`config.mk`:
```
export PLATFORM = sky130hd
export DESIGN_NAME = l1_snoop_responder
export DESIGN_NICKNAME = d
export VERILOG_FILES = /design/src/rtl/l1_snoop_responder_pkg.sv /design/src/rtl/l1_snoop_responder.sv
export SDC_FILE = /design/constraint.sdc
export NUM_CORES = 1
export LEC_CHECK = 0
export CAP_MARGIN = 25
export CORE_ASPECT_RATIO = 1.25
export CORE_UTILIZATION = 43
export DETAILED_ROUTE_END_ITERATION = 6
export PLACE_DENSITY = 0.82
export RECOVER_POWER = 100
export SYNTH_ARGS = -nofsm -noshare
export SYNTH_HDL_FRONTEND = slang
export SYNTH_SLANG_ARGS = --single-unit
```
`constraint.sdc`:
```
create_clock -name clock -period 1.95 [get_ports clock]
set_input_delay 0.39 -clock clock [delete_from_list [all_inputs] [get_ports clock]]
set_output_delay 0.39 -clock clock [all_outputs]
set_load 0.03 [all_outputs]
```
`src/rtl/l1_snoop_responder_pkg.sv`:
```
// Shared coherence-bus message encodings, MESI line states and snoop FSM states.
package l1_snoop_responder_pkg;

   localparam int unsigned MsgW = 4;

   // Coherence bus messages
   localparam logic [MsgW-1:0] NO_REQ     = 4'd0;
   localparam logic [MsgW-1:0] R_REQ      = 4'd1;
   localparam logic [MsgW-1:0] WB_REQ     = 4'd2;
   localparam logic [MsgW-1:0] WS_BCAST   = 4'd3;
   localparam logic [MsgW-1:0] REQ_FLUSH  = 4'd4;
   localparam logic [MsgW-1:0] EN_ACCESS  = 4'd5;
   localparam logic [MsgW-1:0] C_WB       = 4'd6;
   localparam logic [MsgW-1:0] C_FLUSH    = 4'd7;
   localparam logic [MsgW-1:0] MEM_RESP   = 4'd8;
   localparam logic [MsgW-1:0] MEM_C_RESP = 4'd9;
   localparam logic [MsgW-1:0] HOLD_BUS   = 4'd10;

   // MESI line states
   localparam logic [1:0] MESI_I = 2'd0;
   localparam logic [1:0] MESI_S = 2'd1;
   localparam logic [1:0] MESI_E = 2'd2;
   localparam logic [1:0] MESI_M = 2'd3;

   typedef enum logic [2:0] {
      StIdle,
      StLookup,
      StRespond,
      StWaitGrant,
      StTransfer,
      StWaitEnd
   } snoop_state_e;

endpackage

```
`src/rtl/l1_snoop_responder.sv`:
```
// Snoop engine for one L1 cache: looks up peer bus requests in the local tag array,
// downgrades/invalidates the line, and writes back or flushes a dirty line when needed.
module l1_snoop_responder
   import l1_snoop_responder_pkg::*;
#(
   parameter int unsigned MSG_BITS      = 4,
   parameter int unsigned NUM_CACHES    = 4,
   parameter int unsigned CACHE_ID      = 0,
   parameter int unsigned ADDRESS_BITS  = 32,
   parameter int unsigned BUS_SIG_WIDTH = $clog2(NUM_CACHES + 1)
) (
   input  logic                     clock,
   input  logic                     reset,
   input  logic [MSG_BITS-1:0]      bus_msg,
   input  logic [ADDRESS_BITS-1:0]  bus_address,
   input  logic [BUS_SIG_WIDTH-1:0] bus_control,
   input  logic                     bus_en,
   input  logic                     req_ready,
   output logic [MSG_BITS-1:0]      snoop_msg,
   output logic                     snoop_active,
   output logic                     lookup_en,
   output logic [ADDRESS_BITS-1:0]  lookup_address,
   input  logic                     lookup_valid,
   input  logic                     lookup_hit,
   input  logic [1:0]               lookup_state,
   output logic                     upd_en,
   output logic [1:0]               upd_state,
   output logic                     line_out_en
);

   localparam logic [BUS_SIG_WIDTH-1:0] OwnId = BUS_SIG_WIDTH'(CACHE_ID);

   localparam logic [MSG_BITS-1:0] MNoReq    = MSG_BITS'(NO_REQ);
   localparam logic [MSG_BITS-1:0] MRReq     = MSG_BITS'(R_REQ);
   localparam logic [MSG_BITS-1:0] MWsBcast  = MSG_BITS'(WS_BCAST);
   localparam logic [MSG_BITS-1:0] MReqFlush = MSG_BITS'(REQ_FLUSH);
   localparam logic [MSG_BITS-1:0] MEnAccess = MSG_BITS'(EN_ACCESS);
   localparam logic [MSG_BITS-1:0] MCWb      = MSG_BITS'(C_WB);
   localparam logic [MSG_BITS-1:0] MCFlush   = MSG_BITS'(C_FLUSH);
   localparam logic [MSG_BITS-1:0] MMemCResp = MSG_BITS'(MEM_C_RESP);

   snoop_state_e              state_q;
   logic [MSG_BITS-1:0]       req_msg_q;
   logic [MSG_BITS-1:0]       snoop_msg_q;
   logic                      active_q;
   logic                      issued_q;
   logic                      upd_en_q;
   logic [1:0]                upd_state_q;
   logic                      line_out_q;
   logic [ADDRESS_BITS-1:0]   addr_q;

   logic peer_master;
   logic trigger;
   logic line_valid;
   logic line_dirty;

   // Decode the snoop trigger and the usable lookup result
   always_comb begin
      peer_master = (bus_control != OwnId);
      trigger     = bus_en && peer_master &&
                    ((bus_msg == MRReq) || (bus_msg == MWsBcast) || (bus_msg == MReqFlush));
      // A hit reporting state I carries no data and is treated as a miss
      line_valid  = lookup_hit && (lookup_state != MESI_I);
      line_dirty  = line_valid && (lookup_state == MESI_M);
   end

   // Snoop FSM with registered outputs
   always_ff @(posedge clock or posedge reset) begin
      if (reset) begin
         state_q     <= StIdle;
         req_msg_q   <= MNoReq;
         snoop_msg_q <= MNoReq;
         active_q    <= 1'b0;
         issued_q    <= 1'b0;
         upd_en_q    <= 1'b0;
         upd_state_q <= MESI_I;
         line_out_q  <= 1'b0;
         addr_q      <= '0;
      end else begin
         upd_en_q <= 1'b0;
         unique case (state_q)
            StIdle: begin
               if (trigger) begin
                  state_q   <= StLookup;
                  req_msg_q <= bus_msg;
                  addr_q    <= bus_address;
                  active_q  <= 1'b1;
                  issued_q  <= 1'b0;
               end
            end
            StLookup: begin
               issued_q <= 1'b1;
               if (lookup_valid) begin
                  state_q     <= StRespond;
                  snoop_msg_q <= MEnAccess;
                  if (req_msg_q == MRReq) begin
                     if (line_dirty) begin
                        state_q     <= StWaitGrant;
                        snoop_msg_q <= MCWb;
                     end else if (line_valid && (lookup_state == MESI_E)) begin
                        upd_en_q    <= 1'b1;
                        upd_state_q <= MESI_S;
                     end
                  end else if (req_msg_q == MWsBcast) begin
                     if (line_valid) begin
                        upd_en_q    <= 1'b1;
                        upd_state_q <= MESI_I;
                     end
                  end else begin
                     if (line_dirty) begin
                        state_q     <= StWaitGrant;
                        snoop_msg_q <= MCFlush;
                     end else if (line_valid) begin
                        upd_en_q    <= 1'b1;
                        upd_state_q <= MESI_I;
                     end
                  end
               end
            end
            StWaitGrant: begin
               if (bus_en && !peer_master) begin
                  state_q    <= StTransfer;
                  line_out_q <= 1'b1;
               end
            end
            StTransfer: begin
               if (bus_msg == MMemCResp) begin
                  state_q     <= StRespond;
                  line_out_q  <= 1'b0;
                  snoop_msg_q <= MEnAccess;
                  upd_en_q    <= 1'b1;
                  upd_state_q <= (req_msg_q == MRReq) ? MESI_S : MESI_I;
               end
            end
            StRespond: begin
               if (req_ready || ((bus_msg == MNoReq) && peer_master)) begin
                  state_q     <= StWaitEnd;
                  snoop_msg_q <= MNoReq;
                  active_q    <= 1'b0;
               end
            end
            StWaitEnd: begin
               // Hold off until the bus drops the transaction so it cannot re-trigger
               if (bus_msg == MNoReq) begin
                  state_q <= StIdle;
               end
            end
            default: begin
               state_q     <= StIdle;
               snoop_msg_q <= MNoReq;
               active_q    <= 1'b0;
               line_out_q  <= 1'b0;
            end
         endcase
      end
   end

   assign lookup_en      = (state_q == StLookup) && !issued_q;
   assign snoop_msg      = snoop_msg_q;
   assign snoop_active   = active_q;
   assign lookup_address = addr_q;
   assign upd_en         = upd_en_q;
   assign upd_state      = upd_state_q;
   assign line_out_en    = line_out_q;

endmodule

```
Word level (Yosys, flattened, before mapping)
Index checks and enable logic that the tools add are counted.

storage, ports and cells
  register bits after elaboration = 49
  input bits = 47
  output and inout bits = 42
  logic and storage cells = 108

operators by class
  equality and inequality tests = 22
  bitwise operators = 3
  reductions and logical operators = 29
  muxes and demuxes = 45

operator list
  cell                                                                   number
  3-bit two-way mux                                                      8
  2-bit two-way mux                                                      11
  3-bit one-hot mux with 6 select lines                                  1
  4-bit two-way mux                                                      4
  4-bit one-hot mux with 4 select lines                                  1
  1-bit two-way mux                                                      15
  2-bit != test, second input constant                                   6
  6-bit AND reduction                                                    2
  3-bit != test, second input constant                                   3
  4-bit by 1-bit equality test with 1-bit output, second input constant  2
  4-bit by 2-bit equality test with 1-bit output, second input constant  2
  1-bit logical AND                                                      8
  4-bit OR reduction                                                     2
  3-bit by 2-bit equality test with 1-bit output, second input constant  2
  3-bit equality test, second input constant                             2
  1-bit one-hot mux with 3 select lines                                  2
  3-bit AND reduction                                                    2
  2-bit nonzero test                                                     3
  2-bit equality test, second input constant                             2
  4-bit by 3-bit equality test with 1-bit output, second input constant  1
  4-bit equality test, second input constant                             1
  4-bit zero test                                                        1
  1-bit one-hot mux with 2 select lines                                  2
  2-bit one-hot mux with 2 select lines                                  1
  other kinds (9)                                                        15

Logic depth before layout (Yosys ltp)
Gate-level depths: netlist (run 1).

  word-level depth = 8
  gate-level depth with buffers = 7
  gate-level depth less buffers = 4

Worst setup path before layout (run 1)
OpenSTA, ideal clock, no wires.

  kind = reg-to-output
  start = register state_q[2]
  end = output port lookup_en
  stages on the path, launching flop included = 4
  path slack = 0.233 ns
  required time = 1.560 ns
  data arrival time = 1.327 ns
  path through = dfrtp_1 > buf_2 > or3b_4 > nor2_1

between the ends
  word-level cells in the longest chain between the ends = 2

ends and longest elaborated chain
  element                                         line                       RTL
  start, declared                                 l1_snoop_responder.sv:42   snoop_state_e state_q;
  start signal, assigned                          l1_snoop_responder.sv:70   state_q <= StIdle;
  start signal, assigned                          l1_snoop_responder.sv:84   state_q <= StLookup;
  start signal, assigned                          l1_snoop_responder.sv:94   state_q <= StRespond;
  3-bit by 1-bit equality test with 1-bit output  l1_snoop_responder.sv:158  assign lookup_en = (state_q == StLookup) && !issued_q;
  1-bit logical AND                               l1_snoop_responder.sv:158
  end, declared                                   l1_snoop_responder.sv:21   output logic lookup_en,

Every way passes these cells.

Worst setup path after layout (run 1)
  start = input port bus_msg[0]
  end = register addr_q[26] (netlist: lookup_address[26])

between the ends
  word-level cells in the longest chain between the ends = 5
  elaborated cells on any way between the ends = 7

ends and longest elaborated chain
  element                                                                                                           line                      RTL
  start, declared                                                                                                   l1_snoop_responder.sv:14  input logic [MSG_BITS-1:0] bus_msg,
  4-bit by 1-bit equality test with 1-bit output or 4-bit by 2-bit equality test with 1-bit output (tied branches)  l1_snoop_responder.sv:61  ((bus_msg == MRReq) || (bus_msg == MWsBcast) || (bus_msg == MReqFlush));
  1-bit logical OR                                                                                                  l1_snoop_responder.sv:61
  1-bit logical OR *                                                                                                l1_snoop_responder.sv:61
  1-bit logical AND *                                                                                               l1_snoop_responder.sv:60  trigger = bus_en && peer_master &&
  2-bit AND reduction (no source line) *                                                                            n/a
  end signal, assigned                                                                                              l1_snoop_responder.sv:86  addr_q <= bus_address;
  end, declared                                                                                                     l1_snoop_responder.sv:50  logic [ADDRESS_BITS-1:0] addr_q;

Mark *: on every way between the ends. The rest lies on a longest branch, timed or not.
A chain may end at the register's enable or synchronous reset.

==> results.yml, run 1 <==
yosys:
  number_of_enable_flip_flop_cells_after_synthesis: 0
  synthDominantCellAreaShare_pct: 54.52
  post_synth_main_area_contributors: "sky130_fd_sc_hd__dfrtp_1 (55%), sky130_fd_sc_hd__mux2_1 (18%), sky130_fd_sc_hd__mux2i_1 (1.4%), sky130_fd_sc_hd__a2111oi_4 (1.3%), sky130_fd_sc_hd__nand2_1 (1.2%)"
  syn_area_per_cell_um2: 13.15
  async_flop_share_pct: 100.0
  synth_warn: 0
  synth_cells: 164
  yosysUniqueCellTypes: 46
  synth_flop_cell: "sky130_fd_sc_hd__dfrtp_1"
  number_of_flip_flops_and_latches_in_the_synthesized_netlist: 47
  synth_top_area_cell: "sky130_fd_sc_hd__dfrtp_1"
  synth.yosys.seq_area_share_pct: 54.52
  netlist_area_um2: 2157
clock_tree:
  cts.path.max_buffers: 2
  htree_num_levels: 2
  tritoncts: "built"
  clock_tree.root_cell: "sky130_fd_sc_hd__clkbuf_8"
  cts_made_buffers: 5
  worst_skew_pair.late_latency_ns: 0.31
  tritoncts_sink_count: 47
  cts_clk_pin_slew_worst_paths_ns: 0.09
pwr:
  switchingPower_uw: 2076
  power.share.clock_pct: 12.3
  power.static_leakage_uw: 0.001441
  combPwrFrac_pct: 53.5
  switching_share_of_power_pct: 42.30
  ir_drop_mv: 0.8191
  power_density_nw_per_um2: 1489
  p_total_uw: 4908
  seq_power_share_pct: 34.2
  internal_power_uw: 2832
setup_path:
  worst-endpoint-arrival_ns: 2.08
  critical_path_peak_fanout: 14
  timing.critical_path.from_type: "input port"
  critical_path_required_ns: 2.15
  cp_endpoint_kind: "flop"
  timing.setup.critical_path_class: "in2reg"
  slowest_stage_cell_on_the_critical_path: "sky130_fd_sc_hd__dlygate4sd3_1"
  crit_path_cell_trace: "dlygate4sd3_1 -> nor3b_2 -> clkbuf_4 -> o2111ai_4 -> buf_4 -> mux2_1"
  crit_path_max_incr_delay_ns: 0.62
hold_path:
  worstHoldPathType: "reg2reg"
floorplanning:
  core_area_um2: 4765
  fp-row-count: 28
  start_util_pct: 45.27
  die_area_um2: 5305
  design.portCount: 89
  fp.dieH_um: 81.19
  die_x_um: 65.35
global_route:
  largest_net_degree_at_the_start_of_global_routing: 32
  grt_util_met3_pct: 6.180
  grt_util_all_layers_pct: 20.94
  global_route.usage.met2_pct: 37.42
  gr-max-usage-layer: "met2"
  grt_util_met1_pct: 22.27
  antenna_found_initial: 0
  grt_remaining_overflow: 0
  grt_pass1_wl_um: 8128
  first_global_vias: 1735
job:
  cap_viol_max_count: 0
detailed_routing:
  drt_wirelength_um: 5028
  post-route-drc-count: 0
  route.vias.total: 1718
  ant_nets: 0
  drt-wirelength-per-cell_um: 15.24
  detailedRoute.firstIterationViolations: 59
  detailedRoute.firstPassIterationCount: 4
  via_per_inst: 5.206
timing:
  worst_slew_margin_rel_pct: 56.18
  final_period_minus_worst_setup_slack_ns: 1.886
  tightestPinTransition_ns: 0.6566
  totalNegativeSetupSlack_ns: 0
  rsz0062_at_grt: "yes"
  hold_viol_final: 0
  setup_violations: 0
  finalClockSkew_ns: 0.005363
  final_max_slew_viol_count: 0
  final.period_utilization_pct: 96.72
  fmax_mhz: 530.2
place:
  detailedPlacementHpwl_um: 3891
  placed_cells: 319
  weighted_congestion_at_the_end_of_routability_driven_global_placement: 0.8479
  place.port_buffers: 86
final_layout:
  antenna_cells_inserted: 0
  final_cells: 330
  final_net_count: 316
  syn_to_final_growth_pct: 52.84
  drive_above_1_share_pct: 15.56
status:
  status: "finished clean"
## cell families (layout without fill, tap and decap cells)
logic type                count (synthesis)  count (layout)  share of synthesized area [%]
AOI/OAI and AO/OA                        31              31                          12.01
xor gates and xnor gates                  1               1                         0.4061
buffers and inverters                    15             120                          4.060
DFF                                      47              47                          54.52
muxes                                    37              37                          19.14
other                                     1               2                         0.1738
and+or+nand+nor                          32              32                          9.687
## repair_timing
| action | in CTS | in global routing |
|---|---|---|
| pin swaps | 0 | 0 |
| cloned | 0 | 0 |
| gates resized for setup | 2 | 2 |
| setup endpoints to repair | 1 | 6 |
| setup buffers | 0 | 3 |
| hold buffers | 0 | 0 |
## area by class of cell
| class | count | area [µm²] |
|---|---|---|
| repair buffers | 106 | 1017 |
| multi-input cells | 103 | 910.9 |
| clock inverters | 3 | 22.52 |
| inverters | 6 | 22.52 |
| flip-flops and latches | 47 | 1180 |
| fillers | 375 | 1468 |
| well taps | 60 | 75.07 |
| clock buffers | 5 | 68.82 |
## metrics by stage
step | setup WS (ns) | utilization [%] | hold WS (ns) | instance area, µm²
global placement | -0.1841 | 67.41 | 0.4603 | 3212
CTS | 0.01076 | 69.38 | 0.4014 | 3306
finish | 0.06398 | 69.20 | 0.4929 | 3297
detailed placement | -0.2542 | 67.41 | 0.4687 | 3212
global route | -0.03658 | 69.20 | 0.5105 | 3297
floorplan | 0.2331 | - | 0.4472 | 2161
## power groups by stage
stage,Sequential (µW),Combinational [µW],Clock [µW]
floorplan,2470,837,0
global placement,1720,2680,0
detailed placement,1750,2730,0
CTS,1740,2740,619
global route,1740,2790,662
finish,1680,2620,603
## registers in the layout (all words and copies together), names as in the netlist
signal          count
snoop_active        1
upd_en              1
issued_q            1
snoop_msg           3
state_q             3
upd_state           1
line_out_en         1
lookup_address     32
req_msg_q           4
## metal layers
layer,vias up,share of wire [%]
li1,805,-
met1,850,38
met2,54,54
met3,9,5.4
met4,0,2.3
met5,-,0
## Yosys cell counts (2+ instances only)
library cell,count
sky130_fd_sc_hd__dfrtp_1,47
sky130_fd_sc_hd__mux2_1,34
sky130_fd_sc_hd__nand2_1,7
sky130_fd_sc_hd__inv_1,6
sky130_fd_sc_hd__buf_2,4
sky130_fd_sc_hd__o21ai_0,4
sky130_fd_sc_hd__o21ai_1,4
sky130_fd_sc_hd__a21oi_1,3
sky130_fd_sc_hd__buf_4,3
sky130_fd_sc_hd__mux2i_1,3
sky130_fd_sc_hd__nand2b_1,3
sky130_fd_sc_hd__nor2_1,3
sky130_fd_sc_hd__nor2b_1,3
sky130_fd_sc_hd__nor3b_1,3
sky130_fd_sc_hd__a21o_1,2
sky130_fd_sc_hd__buf_6,2
sky130_fd_sc_hd__nor3_1,2
sky130_fd_sc_hd__o21bai_1,2
sky130_fd_sc_hd__o22a_1,2
## final timing paths
kind                                 start            endpoint  slack [ns]  depth (start not counted)
worst max-delay path            bus_msg[0]  lookup_address[26]        0.06                          6
worst min-delay path              issued_q            issued_q        0.49                          2
worst max register to register  state_q[1]   lookup_address[0]        0.18                          5
worst min register to register    issued_q            issued_q        0.49                          2
max in group asynchronous            reset          state_q[0]        0.40                          3
min in group asynchronous            reset  lookup_address[20]        0.61                          2
## critical path, delay by kind of cell
kind,cells,cell delay [ns]
compound gates,1,0.23
buf+inv,3,1.05
simple gates,1,0.06
mux,1,0.35
## cells in the final DEF (no fill, tap or decap), types with 2 or more instances in the layout
master | netlist | layout
sky130_fd_sc_hd__a21o_1 | 2 | 2
sky130_fd_sc_hd__a21oi_1 | 3 | 3
sky130_fd_sc_hd__buf_4 | 3 | 13
sky130_fd_sc_hd__clkbuf_4 | 0 | 6
sky130_fd_sc_hd__clkbuf_8 | 0 | 5
sky130_fd_sc_hd__clkdlybuf4s50_1 | 0 | 44
sky130_fd_sc_hd__conb_1 | 1 | 2
sky130_fd_sc_hd__dfrtp_1 | 47 | 44
sky130_fd_sc_hd__dfrtp_2 | 0 | 3
sky130_fd_sc_hd__dlygate4sd3_1 | 0 | 41
sky130_fd_sc_hd__inv_1 | 6 | 6
sky130_fd_sc_hd__mux2_1 | 34 | 34
sky130_fd_sc_hd__mux2i_1 | 3 | 3
sky130_fd_sc_hd__nand2_1 | 7 | 7
sky130_fd_sc_hd__nand2b_1 | 3 | 3
sky130_fd_sc_hd__nor2_1 | 3 | 3
sky130_fd_sc_hd__nor2b_1 | 3 | 3
sky130_fd_sc_hd__nor3_1 | 2 | 2
sky130_fd_sc_hd__nor3b_1 | 3 | 2
sky130_fd_sc_hd__o21ai_0 | 4 | 4
sky130_fd_sc_hd__o21ai_1 | 4 | 4
sky130_fd_sc_hd__o21bai_1 | 2 | 2
sky130_fd_sc_hd__o221a_2 | 1 | 2
sky130_fd_sc_hd__o22a_1 | 2 | 2
Power figures use the tool's default switching activity.
==> inputs of run 2 (changes only) <==
--- a/config.mk
+++ b/config.mk
@@ -7,9 +7,9 @@
 export LEC_CHECK = 0
 export CAP_MARGIN = 25
 export CORE_ASPECT_RATIO = 1.25
-export CORE_UTILIZATION = 43
+export CORE_UTILIZATION = 46
 export DETAILED_ROUTE_END_ITERATION = 6
-export PLACE_DENSITY = 0.82
+export PLACE_DENSITY = 0.87
 export RECOVER_POWER = 100
 export SYNTH_ARGS = -nofsm -noshare
 export SYNTH_HDL_FRONTEND = slang
==> constraint.sdc (replaced) <==
create_clock -name clock -period 2.3 [get_ports clock]
set_input_delay 0.46 -clock clock [delete_from_list [all_inputs] [get_ports clock]]
set_output_delay 0.46 -clock clock [all_outputs]
set_load 0.03 [all_outputs]
==> run 2 against run 1 <==
  * Flip-flop and latch count unchanged
  * Combinational power down 18%
  * Final area down 2.1%
  * Utilization up 3.2 points
  * Worst setup slack better by 0.11 ns
  * Final cell count down 4.2%
  * First-iteration DRC count up 1.7%
  * Routed wire length down 2.3%
  * Sequential share of layout area up 0.65 points
  * Largest power group unchanged
==> results.yml, run 2 (synthesized netlist as in run 1, its figures left out) <==
status:
  status: "finished clean"
setup_path:
  worst_r2r_endpoint: "snoop_msg[0]"
  crit_path_cell_trace: "or3b_1 -> nor2_1 -> buf_4"
  startpoint_of_the_most_critical_register_to_register_path: "state_q[1]"
  worst-endpoint-arrival_ns: 1.66
  timing.critical_path.from_type: "flop"
  critical_path_peak_fanout: 12
  timing.setup.critical_path_class: "reg2out"
  worstRegToRegCells: 4
  critical_path_required_ns: 1.84
  critical_path.endpoint: "lookup_en"
  slowest_stage_cell_on_the_critical_path: "sky130_fd_sc_hd__dfrtp_1"
  timing.critical_path.from: "state_q[1]"
  crit_path_max_incr_delay_ns: 0.54
  regToRegSetupSlack_ns: 0.49
  cp_endpoint_kind: "output port"
place:
  place.port_buffers: 86
  placed_cells: 309
  place_ws_ns: 0.03693
  weighted_congestion_at_the_end_of_routability_driven_global_placement: 0.8686
  detailedPlacementHpwl_um: 3839
hold_path:
  worstHoldPathType: "reg2reg"
timing:
  smallest_hold_slack_ns: 0.4893
  final_max_slew_viol_count: 0
  hold_viol_final: 0
  finalClockSkew_ns: 0.009112
  totalNegativeSetupSlack_ns: 0
  setup_violations: 0
  worst_slew_margin_rel_pct: 46.39
  fmax_mhz: 471.2
  final_period_minus_worst_setup_slack_ns: 2.122
  tightestPinTransition_ns: 0.8042
  rsz0062_at_grt: "no"
  final.period_utilization_pct: 92.27
  fin_ws_ns: 0.1777
clock_tree:
  clock_tree.root_cell: "sky130_fd_sc_hd__clkbuf_8"
  tritoncts_sink_count: 47
  cts_repair_resize_count: 0
  tritoncts: "built"
  htree_num_levels: 2
  cts_clk_pin_slew_worst_paths_ns: 0.09
  cts.path.max_buffers: 2
  postCtsHoldBufs: 0
  post_cts_setup_inserts: 0
  worst_skew_pair.late_latency_ns: 0.30
  cts_made_buffers: 5
final_layout:
  final_net_count: 305
  final_cells: 316
  most_common_library_cell_in_the_layout_ignoring_fill_and_taps: "sky130_fd_sc_hd__dfrtp_1"
  drive_above_1_share_pct: 8.915
  antenna_cells_inserted: 0
  layout.core_utilization_pct: 72.39
  layout_common_cells: "sky130_fd_sc_hd__dfrtp_1 (47), sky130_fd_sc_hd__clkdlybuf4s50_1 (44), sky130_fd_sc_hd__dlygate4sd3_1 (41)"
  syn_to_final_growth_pct: 49.65
  largest_reg_flops: 32
pwr:
  ir_drop_mv: 0.8083
  power_density_nw_per_um2: 1292
  power.static_leakage_uw: 0.001399
global_route:
  grt_pass1_wl_um: 8121
  largest_net_degree_at_the_start_of_global_routing: 33
  grt_util_all_layers_pct: 21.72
  first_global_vias: 1668
  grt_remaining_overflow: 0
  antenna_found_initial: 0
floorplanning:
  core_area_um2: 4459
  fp-row-count: 27
  start_util_pct: 48.37
  design.portCount: 89
  die_x_um: 63.25
  die_area_um2: 4969
  fp.dieH_um: 78.56
detailed_routing:
  post-route-drc-count: 0
  via_per_inst: 5.209
  drt_wirelength_um: 4913
  route.vias.total: 1646
  detailedRoute.firstIterationViolations: 60
  ant_nets: 0
  detailedRoute.firstPassIterationCount: 4
  drt-wirelength-per-cell_um: 15.55
job:
  cap_viol_max_count: 0
-- run 2: cell types whose count changed in the layout (fill, tap and decap cells not counted), moves of 2 or more --
cell	change
sky130_fd_sc_hd__dfrtp_1	+3
sky130_fd_sc_hd__buf_4	-9
sky130_fd_sc_hd__clkbuf_2	+2
sky130_fd_sc_hd__clkbuf_4	-6
sky130_fd_sc_hd__dfrtp_2	-3
-- run 2: how the worst min path moves through the flow --
stage                            start                  to  slack, ns  depth (start not counted)
floorplan                     issued_q            issued_q       0.45                          2
global placement              issued_q            issued_q       0.46                          2
detailed placement            issued_q            issued_q       0.47                          2
CTS                              reset  lookup_address[21]       0.44                          2
global route        lookup_address[25]  lookup_address[25]       0.50                          1
finish                        issued_q            issued_q       0.49                          2
-- run 2: worst max-delay path: cells and delay by family (launching register included) --
family	cells	cell delay, ns
buf+inv	1	0.17
flops	1	0.54
simple gates	2	0.65
-- run 2: power breakdown --
group	leakage [µW]	switching (µW)	internal, µW	total, µW
Combinational	0.000778	1230	918	2150
Clock	0.0000502	271	318	589
Sequential	0.000571	225	1210	1440
Total	0.00140	1720	2450	4170
-- run 2: metal layers --
layer | vias to the layer above | routed length (µm) | global-route usage, %
met5 | - | 0 | 0
met4 | 0 | 159 | 10.45
met3 | 13 | 224 | 5.669
met2 | 52 | 2575 | 37.85
met1 | 801 | 1954 | 24.48
li1 | 780 | - | -
-- run 2: cell type report --
class | instances | area (µm²)
fill | 336 | 1231
sequential | 47 | 1176
multi-input combinational | 103 | 912.1
clock buffer | 5 | 68.82
inverter | 6 | 22.52
timing repair buffer | 95 | 938.4
tap | 58 | 72.57
clock inverter | 2 | 37.54
-- run 2: through the flow --
stage / total power [µW] / cell area [µm²]
3_3_place_gp: 3699 / 3149
3_5_place_dp: 3767 / 3149
4_1_cts: 4362 / 3256
5_1_grt: 4403 / 3228
6_report: 4171 / 3228
2_1_floorplan: 2803 / 2161
==> inputs of run 3 (changes only) <==
--- a/config.mk
+++ b/config.mk
@@ -7,6 +7,7 @@
 export LEC_CHECK = 0
 export CAP_MARGIN = 25
 export CORE_ASPECT_RATIO = 1.25
+export CORE_MARGIN = 4
 export CORE_UTILIZATION = 46
 export DETAILED_ROUTE_END_ITERATION = 6
 export PLACE_DENSITY = 0.87
==> run 3 against run 2 <==
  * Sequential share of layout area up 0.79 points
  * First-iteration DRC count increased by 23%
  * Worst hold slack got worse by 0.0014 ns
  * Die area up 18%
  * Worst setup slack worse by 0.024 ns
  * Clock skew fell by 0.0045 ns
  * Sequential power about the same
  * Routed wire length is 0.20% lower
  * Global-route usage down 4.2 points
  * Critical path depth stayed put
  * Clock-buffer cell count rose by 1
==> results.yml, run 3 (synthesized netlist as in run 1, its figures left out) <==
status:
  status: "finished clean"
timing:
  tightestPinTransition_ns: 1.145
  totalNegativeSetupSlack_ns: 0
  final_max_slew_viol_count: 0
  hold_viol_final: 0
  finalClockSkew_ns: 0.004619
  final.period_utilization_pct: 93.33
  final_period_minus_worst_setup_slack_ns: 2.147
  fmax_mhz: 465.8
  setup_violations: 0
  rsz0062_at_grt: "no"
  worst_slew_margin_rel_pct: 23.65
setup_path:
  timing.critical_path.from_type: "flop"
  crit_path_cell_trace: "or3b_1 -> nor2_1 -> buf_4"
  crit_path_max_incr_delay_ns: 0.54
  cp_endpoint_kind: "output port"
  regToRegSetupSlack_ns: 0.49
  startpoint_of_the_most_critical_register_to_register_path: "state_q[1]"
  worst_r2r_endpoint: "snoop_msg[0]"
  worst-endpoint-arrival_ns: 1.69
  timing.critical_path.from: "state_q[1]"
  slowest_stage_cell_on_the_critical_path: "sky130_fd_sc_hd__or3b_1"
  timing.setup.critical_path_class: "reg2out"
  critical_path.endpoint: "lookup_en"
  worstRegToRegCells: 4
  critical_path_required_ns: 1.84
  critical_path_peak_fanout: 12
place:
  place.port_buffers: 86
  weighted_congestion_at_the_end_of_routability_driven_global_placement: 0.7778
  detailedPlacementHpwl_um: 3801
  postPlaceCellArea_um2: 3109
clock_tree:
  cts_clk_pin_slew_worst_paths_ns: 0.08
  clock_tree.root_cell: "sky130_fd_sc_hd__clkbuf_8"
  cts_repair_resize_count: 0
  worst_skew_pair.late_latency_ns: 0.30
  cts_made_buffers: 5
  cts.path.max_buffers: 2
  tritoncts: "built"
  htree_num_levels: 2
  tritoncts_sink_count: 47
  post_cts_setup_inserts: 0
  postCtsHoldBufs: 0
global_route:
  grt_pass1_wl_um: 8135
  largest_net_degree_at_the_start_of_global_routing: 48
  grt_remaining_overflow: 0
  grt_util_all_layers_pct: 17.53
  antenna_found_initial: 0
  first_global_vias: 1663
detailed_routing:
  drt_wirelength_um: 4903
  detailedRoute.firstPassIterationCount: 4
  ant_nets: 0
  drt-wirelength-per-cell_um: 15.57
  via_per_inst: 5.203
  route.vias.total: 1639
  post-route-drc-count: 0
  detailedRoute.firstIterationViolations: 74
floorplanning:
  start_util_pct: 48.37
  fp-row-count: 27
  die_x_um: 69.25
  die_area_um2: 5856
  fp.dieH_um: 84.56
  core_area_um2: 4459
  design.portCount: 89
final_layout:
  stdcell_area_um2: 3159
  final_net_count: 303
  final.fill_count: 346
  most_common_library_cell_in_the_layout_ignoring_fill_and_taps: "sky130_fd_sc_hd__dfrtp_1"
  largest_reg_flops: 32
  syn_to_final_growth_pct: 46.46
  layout_common_cells: "sky130_fd_sc_hd__dfrtp_1 (47), sky130_fd_sc_hd__clkdlybuf4s50_1 (43), sky130_fd_sc_hd__dlygate4sd3_1 (42)"
  antenna_cells_inserted: 0
  drive_above_1_share_pct: 8.560
pwr:
  ir_drop_mv: 0.7016
  power.static_leakage_uw: 0.001365
  power_density_nw_per_um2: 1277
job:
  cap_viol_max_count: 0
hold_path:
  worstHoldPathType: "reg2reg"
[run 3: how the worst min path moves through the flow]
stage                                  start            endpoint  slack (ns)  cells after the start
after floorplan                     issued_q            issued_q        0.45                      2
after detailed placement  lookup_address[25]  lookup_address[25]        0.48                      1
after global placement              issued_q            issued_q        0.46                      2
after CTS                 lookup_address[25]  lookup_address[25]        0.50                      1
final                     lookup_address[20]  lookup_address[20]        0.49                      1
after global routing       lookup_address[7]   lookup_address[7]        0.50                      1
[run 3: final cells by class]
cell class / count / area [µm²] / share of cell area, %
clock buffer: 6 / 72.57 / 2.297
clock inverter: 2 / 12.51 / 0.3960
tap: 58 / 72.57 / 2.297
multi-input combinational: 103 / 885.9 / 28.04
inverter: 6 / 22.52 / 0.7129
sequential: 47 / 1176 / 37.23
timing repair buffer: 93 / 917.1 / 29.03
[run 3: metrics by stage]
step	utilization (%)	std cells	total power, µW	setup slack (ns)	hold slack (ns)
2_1_floorplan	-	165	2803	0.5131	0.4472
3_3_place_gp	69.73	307	3706	0.09268	0.4608
3_5_place_dp	69.73	307	3766	0.03793	0.4799
4_1_cts	71.63	315	4254	0.2087	0.4997
5_1_grt	70.85	315	4274	0.09104	0.4988
6_report	70.85	315	4035	0.1533	0.4879
[run 3: power by group]
| part | total [µW] | switching, µW | internal [µW] |
|---|---|---|---|
| registers | 1430 | 221 | 1210 |
| logic | 2120 | 1220 | 905 |
| clock network | 481 | 269 | 213 |
| total | 4040 | 1710 | 2330 |
[run 3: metal layers]
metal  vias up  wire, µm  track usage, %
met5         -         0               0
met1       792      1928           20.17
met2        59      2642           31.08
met3         4       251           3.593
met4         0        82           7.993
li1        784         -               -
[run 3: worst max-delay path, delay by kind of cell (launching register included)]
kind | cells | cell delay [ns]
buffers and inverters | 1 | 0.18
DFF | 1 | 0.53
and+or+nand+nor | 2 | 0.68
